File: config.mk
export PLATFORM = sky130hd
export DESIGN_NAME = dvv_trx_recorder
export DESIGN_NICKNAME = d
export VERILOG_FILES = /design/src/rtl/dvv_trx_recorder.sv
export SDC_FILE = /design/constraint.sdc
export NUM_CORES = 1
export LEC_CHECK = 0
export CAP_MARGIN = 20
export CORE_MARGIN = 5
export CORE_UTILIZATION = 40
export CTS_CLUSTER_SIZE = 8
export DETAILED_ROUTE_END_ITERATION = 10
export GPL_TIMING_DRIVEN = 0
export PLACE_DENSITY_LB_ADDON = 0.08
export SLEW_MARGIN = 15
export SYNTH_ARGS = -nofsm -noshare
export SYNTH_HDL_FRONTEND = slang
export SYNTH_SLANG_ARGS = --single-unit
export TNS_END_PERCENT = 100
File: constraint.sdc
create_clock -name clk -period 5.9 [get_ports clk]
set_clock_uncertainty 0.05 [all_clocks]
set_input_delay 0.885 -clock clk [delete_from_list [all_inputs] [get_ports clk]]
set_output_delay 0.885 -clock clk [all_outputs]
set_load 0.02 [all_outputs]
File: src/rtl/dvv_trx_recorder.sv
// dvv_trx_recorder: passive valid/ready stream recorder.
// Transfers seen while capturing are timestamped and pushed into a small FIFO.
// The FIFO is read first-word-fall-through from the monitor side.
// Overflow either drops the transfer and counts it, or halts capture.
module dvv_trx_recorder #(
    parameter int DW    = 32,
    parameter int DEPTH = 8,
    parameter int TSW   = 16
) (
    input  logic                     clk,
    input  logic                     resetn,
    input  logic                     mon_vld,
    input  logic                     mon_rdy,
    input  logic [DW-1:0]            mon_data,
    input  logic                     start,
    input  logic                     stop,
    input  logic                     halt_on_full,
    input  logic                     rd_req,
    output logic                     rd_vld,
    output logic [DW-1:0]            rd_data,
    output logic [TSW-1:0]           rd_ts,
    output logic [$clog2(DEPTH):0]   level,
    output logic                     ovf,
    output logic [15:0]              drop_cnt,
    output logic [1:0]               state_o
);

    localparam int AW = $clog2(DEPTH);
    localparam int LW = AW + 1;

    typedef enum logic [1:0] {
        ST_IDLE = 2'd0,
        ST_CAP  = 2'd1,
        ST_HALT = 2'd2
    } state_t;

    state_t            state_q;
    logic [TSW-1:0]    ts_q;
    logic              ovf_q;
    logic [15:0]       drop_cnt_q;
    logic [AW-1:0]     wr_ptr_q, wr_ptr_d;
    logic [AW-1:0]     rd_ptr_q, rd_ptr_d;
    logic [LW-1:0]     level_q,  level_d;

    logic [DW-1:0]     mem_data_q [DEPTH];
    logic [TSW-1:0]    mem_ts_q   [DEPTH];

    logic              xfer_s;
    logic              full_s;
    logic              pop_s;
    logic              cap_s;
    logic              wr_s;
    logic              ovf_ev_s;
    logic              start_tr_s;

    // Decode the handshake and the FIFO events of this cycle.
    always_comb begin
        xfer_s     = mon_vld & mon_rdy;
        full_s     = (level_q == LW'(DEPTH));
        pop_s      = rd_req & (level_q != {LW{1'b0}});
        cap_s      = (state_q == ST_CAP);
        // A pop in the same cycle frees the slot, so a full FIFO still accepts.
        wr_s       = cap_s & xfer_s & (~full_s | pop_s);
        ovf_ev_s   = cap_s & xfer_s & full_s & ~pop_s;
        // Stop wins over start; start is only honoured from IDLE.
        start_tr_s = (state_q == ST_IDLE) & start & ~stop;
    end

    // Capture FSM with timestamp counter and overflow bookkeeping.
    always_ff @(posedge clk or negedge resetn) begin
        if (!resetn) begin
            state_q    <= ST_IDLE;
            ts_q       <= {TSW{1'b0}};
            ovf_q      <= 1'b0;
            drop_cnt_q <= 16'h0000;
        end else begin
            case (state_q)
                ST_IDLE: begin
                    if (start_tr_s) begin
                        state_q    <= ST_CAP;
                        ts_q       <= {TSW{1'b0}};
                        ovf_q      <= 1'b0;
                        drop_cnt_q <= 16'h0000;
                    end
                end
                ST_CAP: begin
                    ts_q <= ts_q + TSW'(1);
                    if (ovf_ev_s) begin
                        ovf_q <= 1'b1;
                        if (drop_cnt_q != 16'hFFFF) begin
                            drop_cnt_q <= drop_cnt_q + 16'd1;
                        end
                    end
                    if (stop) begin
                        state_q <= ST_IDLE;
                    end else if (ovf_ev_s && halt_on_full) begin
                        state_q <= ST_HALT;
                    end
                end
                ST_HALT: begin
                    if (stop) begin
                        state_q <= ST_IDLE;
                    end
                end
                default: begin
                    state_q <= ST_IDLE;
                end
            endcase
        end
    end

    // Next pointer and occupancy values; pointers wrap naturally at DEPTH.
    always_comb begin
        wr_ptr_d = wr_ptr_q;
        rd_ptr_d = rd_ptr_q;
        level_d  = level_q;
        if (wr_s) begin
            wr_ptr_d = wr_ptr_q + AW'(1);
        end else begin
            wr_ptr_d = wr_ptr_q;
        end
        if (pop_s) begin
            rd_ptr_d = rd_ptr_q + AW'(1);
        end else begin
            rd_ptr_d = rd_ptr_q;
        end
        case ({wr_s, pop_s})
            2'b10:   level_d = level_q + LW'(1);
            2'b01:   level_d = level_q - LW'(1);
            default: level_d = level_q;
        endcase
    end

    // FIFO pointer and occupancy registers.
    always_ff @(posedge clk or negedge resetn) begin
        if (!resetn) begin
            wr_ptr_q <= {AW{1'b0}};
            rd_ptr_q <= {AW{1'b0}};
            level_q  <= {LW{1'b0}};
        end else begin
            wr_ptr_q <= wr_ptr_d;
            rd_ptr_q <= rd_ptr_d;
            level_q  <= level_d;
        end
    end

    // FIFO storage; contents are meaningless whenever level is zero.
    always_ff @(posedge clk) begin
        if (wr_s) begin
            mem_data_q[wr_ptr_q] <= mon_data;
            mem_ts_q[wr_ptr_q]   <= ts_q;
        end
    end

    assign rd_vld   = (level_q != {LW{1'b0}});
    assign rd_data  = mem_data_q[rd_ptr_q];
    assign rd_ts    = mem_ts_q[rd_ptr_q];
    assign level    = level_q;
    assign ovf      = ovf_q;
    assign drop_cnt = drop_cnt_q;
    assign state_o  = state_q;

endmodule

==> results.toml <==
[cells_and_area]
fin_cells = 1576
final_util_pct = 50.5
multi_input_comb_area_mm2 = 0.00393
antenna_cells = 0
area.growth.synth_to_final_pct = 24.2
drive_above_1_share_pct = 26.0
final-seq-area_mm2 = 0.0127
final_nets = 1061
n_fill_cell = 3344

[worst_hold_path]
class_of_the_tightest_hold_or_removal_check = "in2async"

[die]
core_region_area_mm2 = 0.0410
rows = 74
boundaryPins = 112
floorplan.die_area_mm2 = 0.0459
chipHeight_um = 214
initial_cell_density_of_the_core_pct = 40.6
die_width_um = 214

[sta]
relSlewSlack_pct = 36.3
min_period_ns = 4.87
slew_violations = 0
grt_setup_unrepaired = "false"
fmax_mhz = 205
setup-violations-final = 0
fin_crit_share_pct = 82.5
worst_slew_pin_slew_ns = 0.956
hold_violations = 0

[synthesis]
netlist.area_leader.share_pct = 69.2
syn_nets = 844
postSynth.asyncResetShare_pct = 10.5
synth.ff_latch_count = 429
synthFlopType = "edfxtp_1"
mappedNetlistArea_mm2 = 0.0167
synthCells = 799
ys_seq_area_share_pct = 75.9
yosys.cell_count.top_type = "edfxtp_1"
yosys.area.top_type = "edfxtp_1"
yosys_warnings = 0
synth_area_leaders = "edfxtp_1 (69%), mux4_2 (13%), dfrtp_1 (6.8%)"
synth_common_cells = "edfxtp_1 (384), mux4_2 (96), mux2_2 (50), dfrtp_1 (45), nand2_1 (29)"
avgSynthCellArea_um2 = 20.9
number_of_enable_type_register_cells_in_the_synthesized_netlist = 384
synth.lib_cells_used.distinct = 44

[critical_path]
maximum_single_stage_delay_on_the_critical_path_ns = 0.67
crit_top_cell = "clkbuf_1"
family_with_the_most_delay_on_the_worst_path = "buffers and inverters"
slowest_stage = "clkbuf_1"
cp_max_fo = 10
regToRegStartpoint = "state_o[0]"
r2r_cells = 8
critical_path_arrival_ns = 3.93
crit_required_ns = 4.97
timing.critical_path.to_type = "output pin"
setup.worst_path.start_class = "flip-flop"
worstReg2RegEnd = "mem_ts_q[1][9]"
worst-r2r-setup-slack_ns = 2.64
crit_path_cell_trace = "clkbuf_1 > clkbuf_1 > clkbuf_1 > mux4_2 > mux2_2 > clkdlybuf4s50_1"
cp_num_buf_inv = 4
timing_worst_setup_path_type = "reg2out"

[clocking]
clkTransAtPathRegs_ns = 0.05
numCtsBuffers = 59
clk_root_buffer_cell = "clkbuf_16"
cts_setup_buffers = 0
cts-htree-levels = 2
clock_tree.buffer_depth = 3
cts_hold_buf = 0
numClockSinks = 429
insertion_delay_ns = 0.59
post_cts_resized = 0
cts_tree = "built"

[global_route]
track_usage_pct = 15.8
antenna_found_initial = 0
met3_usage_pct = 4.00
grt_start_max_net_pins = 29
grt_overflow_total = 0
global_route.peak_usage_layer = "met2"
first_global_vias = 8919
routing_usage_on_met2_pct = 24.1
global_route.usage.met1_pct = 23.2
grt_first_pass_wirelength_mm = 55.8

[detailed_routing]
postRouteAntennaNets = 0
route.detailed.drc = 0
drt-wirelength-per-cell_um = 22.9
drt-vias-per-instance = 5.28
drt_iter0_markers = 589
dr_total_vias = 8321
postRouteWirelength_mm = 36.1
first_pass_iters = 7

[place]
place.detailed.instances = 1485
placement.io_buffers = 111
half_perimeter_wire_length_of_the_detailed_placement_result_mm = 23.1
gp_congestion = 0.701

[power]
ir_drop_mv = 0.229
cellPowerDensity_mw_per_mm2 = 450
fin_total_pwr_mw = 9.32
total_leakage_power_nw = 6.87

[flow_run]
maxCapViolCount = 0

[run_status]
run_status = "finished clean"
sequential cells by signal (all words and copies together) (netlist names):
register	count
drop_cnt	16
level	4
mem_data_q	256
mem_ts_q	128
ovf	1
rd_ptr_q	3
state_o	2
ts_q	16
wr_ptr_q	3
power breakdown:
| group | total, mW | internal (mW) | leakage [nW] | switching [mW] |
|---|---|---|---|---|
| combinational | 2.77 | 1.40 | 1.99 | 1.37 |
| clock | 3.01 | 1.86 | 0.785 | 1.16 |
| sequential | 3.54 | 3.44 | 4.09 | 0.105 |
stage by stage:
step / TNS, ns / hold slack, ns / instance area [µm²] / worst slack, ns
floorplan: 0 / 0.483 / 16700 / 0.460
global placement: -1034.19 / 0.415 / 18500 / -4.31
detailed placement: 0 / 0.421 / 19000 / 1.62
CTS: 0 / 0.180 / 20700 / 0.962
global route: 0 / 0.207 / 20700 / 0.842
finish: 0 / 0.204 / 20700 / 1.03
per-layer routing:
layer	routed length [µm]	up-vias	share of wire (%)
met5	0	-	0
met4	605	0	1.7
met3	1780	55	4.9
met2	16900	181	47
met1	16800	4331	47
li1	-	3754	-
cell families after synthesis:
logic type                 synth area share, %
AOI/OAI and AO/OA                         1.83
xor gates and xnor gates                 0.735
adders and majority gates                0.375
buffers and inverters                    0.841
DFF                                       75.9
muxes                                     16.5
and+or+nand+nor                           3.83
area by class of cell:
cell class / instances / share of cell area (%)
multi-input cells: 335 / 19.0
clock buffers: 89 / 7.88
inverters: 2 / 0.0363
plain buffers: 33 / 0.641
repair buffers: 156 / 8.08
well taps: 532 / 3.22
flip-flops and latches: 429 / 61.1
worst max-delay path by stage:
stage	startpoint	to	cells past startpoint
3_3_place_gp	mon_vld	mem_data_q[2][2]	5
4_1_cts	rd_ptr_q[1]	rd_data[18]	6
5_1_grt	rd_ptr_q[1]	rd_data[18]	6
3_5_place_dp	rd_ptr_q[1]	rd_data[15]	6
6_report	rd_ptr_q[1]	rd_data[15]	6
2_1_floorplan	mon_vld	mem_data_q[2][0]	4
placed cells by master, fill, tap and decap left out, drive strengths merged, types with 6 or more instances in the layout:
cell type | synthesis | final
edfxtp | 384 | 384
clkdlybuf4s50 | 0 | 110
clkbuf | 21 | 110
mux4 | 96 | 96
buf | 12 | 58
mux2 | 50 | 50
dfrtp | 45 | 45
nand2 | 29 | 29
nor2 | 20 | 20
nand3 | 19 | 19
o21ai | 18 | 18
nand4 | 13 | 13
xor2 | 9 | 9
and3 | 7 | 7
a21oi | 7 | 7
o211ai | 6 | 6
nor3 | 6 | 6
(Power assumes the default switching activity.)
